==> src/rtl/sysid_probe_ctrl.sv <==
// rtl/sysid_probe_ctrl.sv - boot-time system ID / timestamp probe over Avalon-MM
// Reads ID and build timestamp, compares to expected values, retries on slave timeout.

module sysid_probe_ctrl #(
    parameter logic [31:0] EXPECTED_ID    = 32'd0,
    parameter logic [31:0] EXPECTED_TS    = 32'd1617249225,
    parameter int          TIMEOUT_CYCLES = 255,
    parameter int          MAX_RETRIES    = 3
) (
    input  logic        clock,
    input  logic        reset_n,
    input  logic        start,
    output logic        avm_address,
    output logic        avm_read,
    input  logic [31:0] avm_readdata,
    input  logic        avm_waitrequest,
    output logic [31:0] id_value,
    output logic [31:0] ts_value,
    output logic        busy,
    output logic        done,
    output logic        match,
    output logic        error_timeout,
    output logic [1:0]  retry_count
);

    typedef enum logic [2:0] {
        ST_BOOT    = 3'd0,
        ST_RD_ID   = 3'd1,
        ST_RD_TS   = 3'd2,
        ST_COMPARE = 3'd3,
        ST_DONE    = 3'd4,
        ST_FAIL    = 3'd5
    } state_t;

    localparam logic [7:0] TO_LAST     = 8'(TIMEOUT_CYCLES - 1);
    localparam logic [1:0] RETRY_LIMIT = 2'(MAX_RETRIES);

    state_t      r_state;
    logic        r_boot_armed;
    logic [7:0]  r_to_cnt;
    logic        r_avm_address;
    logic        r_avm_read;
    logic [31:0] r_id_value;
    logic [31:0] r_ts_value;
    logic        r_busy;
    logic        r_done;
    logic        r_match;
    logic        r_error_timeout;
    logic [1:0]  r_retry_count;

    logic        w_accept;
    logic        w_stall_limit;
    logic [1:0]  w_retry_inc;

    // A waitrequest-low edge always wins over a timeout landing on the same edge.
    assign w_accept      = r_avm_read & ~avm_waitrequest;
    assign w_stall_limit = r_avm_read & avm_waitrequest & (r_to_cnt == TO_LAST);
    assign w_retry_inc   = r_retry_count + 2'd1;

    always_ff @(posedge clock or negedge reset_n) begin
        if (!reset_n) begin
            r_state         <= ST_BOOT;
            r_boot_armed    <= 1'b0;
            r_to_cnt        <= 8'd0;
            r_avm_address   <= 1'b0;
            r_avm_read      <= 1'b0;
            r_id_value      <= 32'd0;
            r_ts_value      <= 32'd0;
            r_busy          <= 1'b0;
            r_done          <= 1'b0;
            r_match         <= 1'b0;
            r_error_timeout <= 1'b0;
            r_retry_count   <= 2'd0;
        end else begin
            case (r_state)
                ST_BOOT: begin
                    if (!r_boot_armed) begin
                        r_boot_armed <= 1'b1;
                    end else begin
                        r_state       <= ST_RD_ID;
                        r_avm_read    <= 1'b1;
                        r_avm_address <= 1'b0;
                        r_busy        <= 1'b1;
                    end
                end
                ST_RD_ID, ST_RD_TS: begin
                    if (!r_avm_read) begin
                        // one idle cycle after a timeout, then the ID read is reissued
                        r_avm_read <= 1'b1;
                    end else if (w_accept) begin
                        r_to_cnt <= 8'd0;
                        if (r_state == ST_RD_ID) begin
                            r_id_value    <= avm_readdata;
                            r_avm_address <= 1'b1;
                            r_state       <= ST_RD_TS;
                        end else begin
                            r_ts_value    <= avm_readdata;
                            r_avm_read    <= 1'b0;
                            r_avm_address <= 1'b0;
                            r_state       <= ST_COMPARE;
                        end
                    end else if (w_stall_limit) begin
                        r_to_cnt      <= 8'd0;
                        r_avm_read    <= 1'b0;
                        r_avm_address <= 1'b0;
                        r_retry_count <= w_retry_inc;
                        if (w_retry_inc >= RETRY_LIMIT) begin
                            r_state         <= ST_FAIL;
                            r_busy          <= 1'b0;
                            r_error_timeout <= 1'b1;
                            r_match         <= 1'b0;
                        end else begin
                            r_state <= ST_RD_ID;
                        end
                    end else begin
                        r_to_cnt <= r_to_cnt + 8'd1;
                    end
                end
                ST_COMPARE: begin
                    r_match <= (r_id_value == EXPECTED_ID) && (r_ts_value == EXPECTED_TS);
                    r_done  <= 1'b1;
                    r_busy  <= 1'b0;
                    r_state <= ST_DONE;
                end
                ST_DONE, ST_FAIL: begin
                    if (start) begin
                        r_done          <= 1'b0;
                        r_match         <= 1'b0;
                        r_error_timeout <= 1'b0;
                        r_retry_count   <= 2'd0;
                        r_to_cnt        <= 8'd0;
                        r_avm_read      <= 1'b1;
                        r_avm_address   <= 1'b0;
                        r_busy          <= 1'b1;
                        r_state         <= ST_RD_ID;
                    end
                end
                default: begin
                    r_state <= ST_BOOT;
                end
            endcase
        end
    end

    assign avm_address   = r_avm_address;
    assign avm_read      = r_avm_read;
    assign id_value      = r_id_value;
    assign ts_value      = r_ts_value;
    assign busy          = r_busy;
    assign done          = r_done;
    assign match         = r_match;
    assign error_timeout = r_error_timeout;
    assign retry_count   = r_retry_count;

endmodule
==> config.mk <==
export PLATFORM = sky130hd
export DESIGN_NAME = sysid_probe_ctrl
export DESIGN_NICKNAME = d
export VERILOG_FILES = /design/src/rtl/sysid_probe_ctrl.sv
export SDC_FILE = /design/constraint.sdc
export NUM_CORES = 1
export LEC_CHECK = 0
export CAP_MARGIN = 0
export CORE_ASPECT_RATIO = 0.7
export CORE_MARGIN = 4
export CORE_UTILIZATION = 35
export CTS_CLUSTER_DIAMETER = 40
export DETAILED_ROUTE_END_ITERATION = 12
export GPL_TIMING_DRIVEN = 0
export PLACE_DENSITY_LB_ADDON = 0.3
export REMOVE_ABC_BUFFERS = 1
export SYNTH_ARGS = -nofsm -noshare
export SYNTH_HDL_FRONTEND = slang
export SYNTH_SLANG_ARGS = --single-unit
==> constraint.sdc <==
create_clock -name clock -period 1.83 [get_ports clock]
set_input_delay 0.2745 -clock clock [delete_from_list [all_inputs] [get_ports clock]]
set_output_delay 0.2745 -clock clock [all_outputs]
set_load 0.005 [all_outputs]
==> reports/summary.md, run 1 <==
- maximum number of buffers from clock root to sink: 2
- effective utilization at floorplan: 0.367
- total of warnings raised by yosys: 0
- post-synthesis cell count: 293
- estimated wirelength of the detail-placed design: 7150 um
- max_slew headroom: 0.672
- Clk pin slew, worst setup/hold paths: 0.06 ns
- GR Util All Layers: 0.160
- most common cell after layout, fill and taps aside: clkdlybuf4s50_1
- RSZ-0062 raised after global routing: yes
- number of slew-limit violations in the final report: 0
- y dimension of the die: 96.2 um
- Clock Power Share: 0.190
- share of synthesized cell area in and, or, nand and nor gates: 0.116
- final sum of negative setup slack: 0 ns
- number of vias after detailed routing: 2881
- CP max FO: 32
- startpoint-to-endpoint class of the critical path: reg -> reg
- die span in x: 134 um
- cell family contributing the most delay on the critical path: simple AND/OR/NAND/NOR gates
- post-synthesis area per instance: 13.3 um2
- leakage power: 2.35 nW
- I/O pin count: 108
- setup slack after layout: 0.0582 ns
- mux cell area share after synthesis: 0.216
- fraction of the cycle the final worst path needs: 0.968
- die area: 0.0129 mm2
- count of input and output buffers: 107
- result of the run: completed
- Req. time, crit path: 2.04 ns
- CTS root buf: clkbuf_16
- cts bufs inserted: 9
- register share of total power: 0.379
- main combinational cell family by area after synthesis: multiplexers
- maximum number of pins on one net before global-route repair: 63
- aggregate routed wire length: 10200 um
- kind of launch point of the worst setup path: flip-flop
- Final setup violation count: 0
- CP Cell Sequence: nand2b_4 > or3_4 > mux2_4
- vias in the first global route: 2973
- Peak Freq: 0.564 GHz
- synthesis-stage register bit count: 84
- global-route wire length before repair: 16000 um
- TritonCTS clock tree: done
- time the final worst path needs with I/O delays and setup: 1.77 ns
- share of final-layout standard cells stronger than drive strength 1: 0.269
- CTS H-Tree Depth: 3
- clk_skew: 0.00664 ns
- maximum cell stage delay along the critical path: 0.56 ns
- number of cells traversed by the worst register-to-register path: 3
- post-synthesis compound-gate area fraction: 0.0785
- max cap viols: 0
- Crit. End Element: flip-flop
- IR drop worst, VDD: 1.01 mV
- aggregate global routing overflow: 0
- smallest hold slack: 0.390 ns
- wire length per cell after detailed routing: 18.1 um
- placeable core region: 0.0106 mm2
- PwrDens: 1690 mW/mm2
- post-place setup slack: -0.564 ns
- Synth area leader: dfrtp_1
- Detailed Route Iter0 Violations: 146
- post-detailed-route via-to-cell ratio: 5.14
- worst path arrival time: 1.99 ns
- total iterations of the first detailed-routing run: 4
- sink count of the clock tree: 84
- final estimated routing congestion in global placement: 0.832
- antenna violations before repair: 0
- final core utilization: 0.518
- number of hold violations in the final report: 0
- commonest non-fill, non-tap cells in the layout: clkdlybuf4s50_1, dfrtp_1, mux2_2
- area fraction of the dominant cell type after synthesis: 0.540
- post-layout total power: 9.27 mW
- count of different cell masters after synthesis: 50
- internal power of the cells: 6.33 mW
- worst min-delay path category: in -> async
- transition time at the pin with the least slew margin: 0.492 ns
- area delta synth->final: 41.0%
- ANT nets after route: 0
- arithmetic-cell share of the synthesized area counting full adders, half adders and majority gates: 0.00965
- Post-Synthesis Cell Area: 0.00389 mm2
- cell depth of the worst setup path: 3
- largest cells by area after synthesis: dfrtp_1, mux2_2, mux2_4
- Synth Area in XOR/XNOR: 0
- cell with the largest stage delay on the worst path: or3_4
- switching share of power: 0.317
- sequential share of the synthesized area: 0.540
- sw power: 2.94 mW
- net count reported at finish: 447
- critical path buffer and inverter count: 0
- Logic pwr share: 0.431
- diode count: 0
- placement row count: 31
- DRC violation count after routing: 0
- source-to-sink clock delay at the later pin of the worst-skew pair: 0.33 ns
==> stage by stage <==
stage,instance area (um2),cells
floorplan,3760,281
global placement,5020,536
detailed placement,5070,538
CTS,5410,556
global route,5480,561
finish,5480,561
==> path summary, 6_finish.rpt <==
| check | start | end | slack [ns] |
|---|---|---|---|
| hold reg to reg | r_to_cnt[4]$_DFFE_PN0P_ | r_to_cnt[4]$_DFFE_PN0P_ | 0.50 |
| setup reg to reg | r_state[0]$_DFFE_PN0P_ | ts_value[0]$_DFFE_PN0P_ | 0.06 |
| min in group clock | r_to_cnt[4]$_DFFE_PN0P_ | r_to_cnt[4]$_DFFE_PN0P_ | 0.50 |
| max in group asynchronous | reset_n | r_state[1]$_DFFE_PN0P_ | 0.81 |
| hold / removal | reset_n | ts_value[20]$_DFFE_PN0P_ | 0.39 |
| setup / recovery | r_state[0]$_DFFE_PN0P_ | ts_value[0]$_DFFE_PN0P_ | 0.06 |
==> power groups by stage <==
stage	combinational, mW	clock (mW)	sequential [mW]
after floorplan	1.80	0	3.34
after global placement	3.82	0	3.46
after detailed placement	3.86	0	3.49
after CTS	3.91	1.81	3.51
after global routing	4.31	1.90	3.64
final	3.99	1.76	3.51
==> what timing repair did <==
action | in CTS | in global routing
hold endpoints to repair | 22 | 0
pin swaps | 2 | 4
setup buffers | 1 | 5
hold buffers | 1 | 0
resized for setup | 11 | 11
setup endpoints to repair | 77 | 13
==> layer usage <==
| layer | share of wire | GRT usage |
|---|---|---|
| met1 | 0.47 | 0.213 |
| met2 | 0.44 | 0.239 |
| met3 | 0.076 | 0.0637 |
| met4 | 0.014 | 0.0531 |
| met5 | 0 | 0 |
==> Yosys cell counts, drive strengths merged <==
cell and number:
dfrtp 84, nor3 3, and3 1, a31oi 1, clkbuf 2, a2bb2oi 1
o211ai 2, ha 3, nand3 5, o21ba 1, nor4bb 2, a22oi 1
nand3b 1, and2 1, and4 1, nand4 6, a41oi 1, a32o 1
or4 1, inv 6, mux2 64, o21a 2, o2bb2a 1, buf 10
o31ai 5, nor4b 5, a21oi 10, or2b 1, a21o 2, or3 3
nor4 9, o21ai 16, nand2b 7, o22ai 1, nand2 14, or4bb 1
a21boi 1, a22o 1, mux2i 2, nor2b 5, o22a 1, nor2 7
or2 1
==> flip-flops by register name (all words and copies together) (netlist names) <==
signal         flops
ts_value          32
r_to_cnt           8
error_timeout      1
match              1
busy               1
r_boot_armed       1
avm_address        1
avm_read           1
done               1
retry_count        2
id_value          32
r_state            3
==> cell type report <==
cell class,instances,area [um2]
clock inverters,5,52.6
inverters,6,22.5
flip-flops and latches,84,2110
well taps,148,185
repair buffers,116,1170
fillers,913,5100
clock buffers,11,233
multi-input cells,191,1710
==> kinds of logic after synthesis <==
family                     Yosys count
buffers and inverters               18
adders and majority gates            3
and+or+nand+nor                     74
AOI/OAI and AO/OA                   48
DFF                                 84
muxes                               66
==> worst register-to-register path, delay by kind of cell, from the launching register on <==
kind | cells | cell delay [ns]
AND/OR/NAND/NOR | 2 | 0.77
multiplexers | 1 | 0.38
flip-flops | 1 | 0.51
Note: power is estimated with default switching activity, not from simulation.
==> run 2: changes to the inputs <==
--- a/constraint.sdc
+++ b/constraint.sdc
@@ -3,2 +3,2 @@
 set_output_delay 0.2745 -clock clock [all_outputs]
-set_load 0.005 [all_outputs]
+set_load 0.05 [all_outputs]
==> run 2 against run 1 <==
Effect of this change:
- combinational power grew 59%
- design area grew 1.0%
- first-iteration DRC count shrank 8.2%
- critical path type is now reg -> out
- largest cell class unchanged
- highest routed layer unchanged
==> reports/summary.md, run 2 (same netlist as run 1, synthesis figures left out) <==
- wire length per cell after detailed routing: 18.2 um, was 18.1 um
- net count reported at finish: 447, unchanged
- worst min-delay path category: in -> async, unchanged
- kind of launch point of the worst setup path: flip-flop, unchanged
- CP Cell Sequence: clkdlybuf4s50_1, was nand2b_4 > or3_4 > mux2_4
- area delta synth->final: 42.4%, was 41.0%
- setup slack after layout: 0.0441 ns, was 0.0582 ns
- startpoint-to-endpoint class of the critical path: reg -> out, was reg -> reg
- aggregate global routing overflow: 0, unchanged
- aggregate routed wire length: 10200 um, about the same
- die area: 0.0129 mm2, unchanged
- max cap viols: 0, unchanged
- placement row count: 31, unchanged
- IR drop worst, VDD: 1.48 mV, was 1.01 mV
- maximum number of buffers from clock root to sink: 2, unchanged
- switching share of power: 0.473, was 0.317
- time the final worst path needs with I/O delays and setup: 1.79 ns, was 1.77 ns
- number of slew-limit violations in the final report: 0, unchanged
- GR Util All Layers: 0.160, unchanged
- number of hold violations in the final report: 0, unchanged
- number of vias after detailed routing: 2877, was 2881
- critical path buffer and inverter count: 1, was 0
- DRC violation count after routing: 0, unchanged
- Final setup violation count: 0, unchanged
- source-to-sink clock delay at the later pin of the worst-skew pair: 0.33 ns, about the same
- post-detailed-route via-to-cell ratio: 5.13, was 5.14
- register share of total power: 0.301, was 0.379
- Logic pwr share: 0.546, was 0.431
- CTS H-Tree Depth: 3, unchanged
- Req. time, crit path: 1.56 ns, was 2.04 ns
- TritonCTS clock tree: done, unchanged
- share of final-layout standard cells stronger than drive strength 1: 0.269, unchanged
- global-route wire length before repair: 16000 um, unchanged
- y dimension of the die: 96.2 um, unchanged
- worst path arrival time: 1.51 ns, was 1.99 ns
- cell family contributing the most delay on the critical path: buffers and inverters, was simple AND/OR/NAND/NOR gates
- most common cell after layout, fill and taps aside: dfrtp_1, was clkdlybuf4s50_1
- ANT nets after route: 0, unchanged
- antenna violations before repair: 0, unchanged
- post-layout total power: 11.6 mW, was 9.27 mW
- number of cells traversed by the worst register-to-register path: 3, unchanged
- fraction of the cycle the final worst path needs: 0.976, was 0.968
- count of input and output buffers: 107, unchanged
- I/O pin count: 108, unchanged
- estimated wirelength of the detail-placed design: 7150 um, unchanged
- effective utilization at floorplan: 0.367, unchanged
- placeable core region: 0.0106 mm2, unchanged
- PwrDens: 2090 mW/mm2, was 1690 mW/mm2
- result of the run: completed, unchanged
- Clk pin slew, worst setup/hold paths: 0.06 ns, about the same
- Peak Freq: 0.560 GHz, was 0.564 GHz
- vias in the first global route: 2972, was 2973
- placed cells: 538, unchanged
- sink count of the clock tree: 84, unchanged
- die span in x: 134 um, unchanged
- transition time at the pin with the least slew margin: 0.536 ns, was 0.492 ns
- leakage power: 2.80 nW, was 2.35 nW
- Crit. End Element: output pin, was flip-flop
- cell with the largest stage delay on the worst path: clkdlybuf4s50_1, was or3_4
- Detailed Route Iter0 Violations: 134, was 146
- sw power: 5.48 mW, was 2.94 mW
- diode count: 0, unchanged
- CP max FO: 3, was 32
- clk_skew: 0.00671 ns, was 0.00664 ns
- internal power of the cells: 6.10 mW, was 6.33 mW
- cts bufs inserted: 9, unchanged
- max_slew headroom: 0.642, was 0.672
- cell depth of the worst setup path: 1, was 3
- maximum number of pins on one net before global-route repair: 63, unchanged
- maximum cell stage delay along the critical path: 0.81 ns, was 0.56 ns
- total iterations of the first detailed-routing run: 4, unchanged
- number of fillers in the final layout: 923, was 913
- Clock Power Share: 0.152, was 0.190
- final estimated routing congestion in global placement: 0.832, unchanged
- commonest non-fill, non-tap cells in the layout: dfrtp_1, clkdlybuf4s50_1, mux2_2, was clkdlybuf4s50_1, dfrtp_1, mux2_2
- number of standard cells in the layout, taps in and fillers out: 561, unchanged
- post-place setup slack: -0.564 ns, unchanged
- RSZ-0062 raised after global routing: yes, unchanged
- CTS root buf: clkbuf_16, unchanged
-- run 2: cell types whose count changed in the layout (fill, tap and decap cells not counted) --
cell / delta
clkdlybuf4s50_1: -60
dlymetal6s2s_1: +35
dlygate4sd2_1: +25
-- run 2: repair_timing --
item / in CTS / in global routing
gates resized for setup: 36 / 46
hold buffers: 1 / 0
endpoints found under the hold margin: 22 / 0
setup endpoints to repair: 100 / 48
pin swaps: 2 / 4
setup buffers: 1 / 5
-- run 2: final timing paths --
path | start | endpoint | slack (ns)
max in group asynchronous | reset_n | r_state[1]$_DFFE_PN0P_ | 0.81
min reg2reg | r_to_cnt[4]$_DFFE_PN0P_ | r_to_cnt[4]$_DFFE_PN0P_ | 0.50
min | reset_n | ts_value[20]$_DFFE_PN0P_ | 0.39
max | ts_value[18]$_DFFE_PN0P_ | ts_value[18] | 0.04
max reg2reg | r_state[0]$_DFFE_PN0P_ | ts_value[0]$_DFFE_PN0P_ | 0.05
min in group clock | r_to_cnt[4]$_DFFE_PN0P_ | r_to_cnt[4]$_DFFE_PN0P_ | 0.50
-- run 2: metal layers --
| layer | vias up | global-route usage | share of wire |
|---|---|---|---|
| li1 | 1315 | - | - |
| met1 | 1444 | 0.213 | 0.47 |
| met2 | 107 | 0.239 | 0.44 |
| met3 | 11 | 0.0637 | 0.078 |
| met4 | 0 | 0.0531 | 0.014 |
| met5 | - | 0 | 0 |
-- run 2: cell type report --
cell class,count,area (um2),share of cell area
clock buffer,11,233,0.0420
clock inverter,5,52.6,0.00949
inverter,6,22.5,0.00407
multi-input combinational,191,1710,0.308
sequential,84,2110,0.381
tap,148,185,0.0334
timing repair buffer,116,1230,0.222
-- run 2: power groups by stage --
stage                     combinational [mW]  clock [mW]  sequential, mW
after floorplan                         1.80           0            5.86
after global placement                  6.38           0            3.46
after detailed placement                6.42           0            3.49
after CTS                               6.28        1.81            3.49
after global routing                    6.64        1.90            3.62
final                                   6.33        1.77            3.49
-- run 2: per-stage QoR --
stage	area, um2	utilization	hold slack, ns	setup TNS (ns)
2_1_floorplan	3760	-	-0.0211	-32.34
5_1_grt	5540	0.523	0.427	-0.0301
4_1_cts	5370	0.508	0.394	0
3_3_place_gp	5020	0.474	0.483	-299.16
6_report	5540	0.523	0.387	0
3_5_place_dp	5070	0.478	0.200	-34.80
==> run 3: changes to the inputs <==
- CORE_MARGIN: 4 -> 8
- clock period: 1.83 -> 2 ns (I/O delays scaled with it)
==> run 3 against run 2 <==
Effect of this change:
- worst hold slack better by 0.12 ns
- power is 8.4% lower
- design area is 2.6% lower
- wire length is 2.0% higher
- clock skew is 0.00096 ns lower
- sequential share of layout area is 0.91 points higher
- critical path depth is 3 higher
- worst setup slack better by 0.022 ns
- sequential power is 8.9% lower
- utilization is 2.9 points lower
- via count is 3.3% lower
- largest cell class unchanged
- largest power group unchanged
==> reports/summary.md, run 3 (same netlist as run 1, synthesis figures left out) <==
- result of the run: completed, unchanged
- post-layout total power: 10.6 mW, was 11.6 mW
- total iterations of the first detailed-routing run: 4, unchanged
- launching point of the worst reg2reg path: r_state[1]$_DFFE_PN0P_, was r_state[0]$_DFFE_PN0P_
- diode count: 0, unchanged
- wire length per cell after detailed routing: 18.5 um, was 18.2 um
- IR drop worst, VDD: 1.19 mV, was 1.48 mV
- area after detailed placement: 0.00507 mm2, about the same
- post-detailed-route via-to-cell ratio: 4.95, was 5.13
- number of hold violations in the final report: 0, unchanged
- max_slew headroom: 0.615, was 0.642
- number of cells traversed by the worst register-to-register path: 4, was 3
- smallest hold slack: 0.505 ns, was 0.387 ns
- fraction of the cycle the final worst path needs: 0.967
- most common cell after layout, fill and taps aside: clkdlybuf4s50_1, was dfrtp_1
- final sum of negative setup slack: 0 ns, unchanged
- PwrDens: 1970 mW/mm2, was 2090 mW/mm2
- maximum number of buffers from clock root to sink: 2, unchanged
- placeable core region: 0.0109 mm2, was 0.0106 mm2
- transition time at the pin with the least slew margin: 0.577 ns, was 0.536 ns
- CP max FO: 22, was 3
- Detailed Route Iter0 Violations: 158, was 134
- commonest non-fill, non-tap cells in the layout: clkdlybuf4s50_1, dfrtp_1, mux2_2, was dfrtp_1, clkdlybuf4s50_1, mux2_2
- vias in the first global route: 3114, was 2972
- DRC violation count after routing: 0, unchanged
- CTS root buf: clkbuf_16, unchanged
- source-to-sink clock delay at the later pin of the worst-skew pair: 0.33 ns, about the same
- worst-case register-to-register setup slack: 0.07 ns, was 0.05 ns
- effective utilization at floorplan: 0.356, was 0.367
- die area: 0.0148 mm2, was 0.0129 mm2
- global-route wire length before repair: 17100 um, was 16000 um
- Clk pin slew, worst setup/hold paths: 0.06 ns, about the same
- worst min-delay path category: in -> async, unchanged
- CTS H-Tree Depth: 3, unchanged
- share of final-layout standard cells stronger than drive strength 1: 0.237, was 0.269
- Worst Setup SP: r_state[1]$_DFFE_PN0P_, was ts_value[18]$_DFFE_PN0P_
- Final Cell Area: 0.00540 mm2, was 0.00554 mm2
- Req. time, crit path: 2.21 ns, was 1.56 ns
- TritonCTS clock tree: done, unchanged
- GR Util All Layers: 0.146, was 0.160
- Crit. End Element: flip-flop, was output pin
- final estimated routing congestion in global placement: 0.848, was 0.832
- leakage power: 2.32 nW, was 2.80 nW
- sink count of the clock tree: 84, unchanged
- max cap viols: 0, unchanged
- area delta synth->final: 38.8%, was 42.4%
- die span in x: 142 um, was 134 um
- count of input and output buffers: 107, unchanged
- cts bufs inserted: 9, unchanged
- kind of launch point of the worst setup path: flip-flop, unchanged
- net count reported at finish: 444, was 447
- estimated wirelength of the detail-placed design: 7600 um, was 7150 um
- maximum cell stage delay along the critical path: 0.55 ns, was 0.81 ns
- aggregate routed wire length: 10400 um, was 10200 um
- clk_skew: 0.00575 ns, was 0.00671 ns
- placement row count: 32, was 31
- cell with the largest stage delay on the worst path: dfrtp_2, was clkdlybuf4s50_1
- placed cells: 543, was 538
- time the final worst path needs with I/O delays and setup: 1.93 ns
- antenna violations before repair: 0, unchanged
- end of the worst register-to-register path: id_value[11]$_DFFE_PN0P_, was ts_value[0]$_DFFE_PN0P_
- CP Cell Sequence: nand2b_4 > or3_4 > buf_12 > mux2_4, was clkdlybuf4s50_1
- y dimension of the die: 104 um, was 96.2 um
- number of standard cells in the layout, taps in and fillers out: 562, was 561
- crit path to: id_value[11]$_DFFE_PN0P_, was ts_value[18]
- number of slew-limit violations in the final report: 0, unchanged
- number of vias after detailed routing: 2783, was 2877
- startpoint-to-endpoint class of the critical path: reg -> reg, was reg -> out
- ANT nets after route: 0, unchanged
- aggregate global routing overflow: 0, unchanged
- worst path arrival time: 2.15 ns, was 1.51 ns
- I/O pin count: 108, unchanged
- maximum number of pins on one net before global-route repair: 44, was 63
- Final setup violation count: 0, unchanged
- Peak Freq: 0.517 GHz
==> run 3: changes by cell type in the layout (fill, tap and decap cells not counted), moves of 2 or more <==
cell and delta:
dfrtp_1 +2, dlygate4sd2_1 -24, clkdlybuf4s50_1 +59, buf_4 -3, dlymetal6s2s_1 -35
==> run 3: how the worst min path moves through the flow <==
stage,end,cells past startpoint,from
floorplan,avm_address$_DFFE_PN0P_,0,reset_n
global placement,r_to_cnt[4]$_DFFE_PN0P_,1,r_to_cnt[4]$_DFFE_PN0P_
detailed placement,ts_value[22]$_DFFE_PN0P_,1,reset_n
CTS,r_to_cnt[6]$_DFFE_PN0P_,1,r_to_cnt[6]$_DFFE_PN0P_
global route,r_boot_armed$_DFFE_PN0N_,1,r_boot_armed$_DFFE_PN0N_
finish,ts_value[22]$_DFFE_PN0P_,2,reset_n
==> run 3: metal layers <==
layer	vias up	track usage	share of wire
met5	-	0	0
li1	1298	-	-
met3	9	0.0674	0.097
met1	1366	0.188	0.45
met4	0	0.0328	0.0081
met2	110	0.217	0.44
==> run 3: layout make-up <==
type                    count  area [um2]
flip-flops and latches     84        2110
multi-input cells         191        1660
inverters                   6        22.5
repair buffers            113        1150
well taps                 153         191
fillers                   975        5530
clock buffers              11         243
clock inverters             4        26.3
==> run 3: critical path, delay by kind of cell, from the launching register on <==
family	cells	cell delay [ns]
buffers and inverters	1	0.24
flip-flops	1	0.55
multiplexers	1	0.31
AND/OR/NAND/NOR	2	0.70
==> run 3: what timing repair did <==
action	4_1_cts	5_1_grt
hold buffers	1	0
buffers inserted	0	3
pin swaps	0	2
hold endpoints to repair	42	0
resized for setup	4	5
endpoints found under the setup margin	69	13
==> run 3: power breakdown <==
group | leakage, nW | internal (mW) | switching (mW) | total, mW
logic | 1.16 | 2.32 | 3.59 | 5.91
clock network | 0.131 | 0.867 | 0.664 | 1.53
registers | 1.03 | 2.43 | 0.742 | 3.18
==> run 3: stage by stage <==
stage / utilization / setup WS (ns)
after global placement: 0.460 / -2.54
final: 0.494 / 0.0657
after floorplan: - / -0.511
after global routing: 0.494 / -0.0370
after CTS: 0.490 / 0.0160
after detailed placement: 0.464 / -0.475
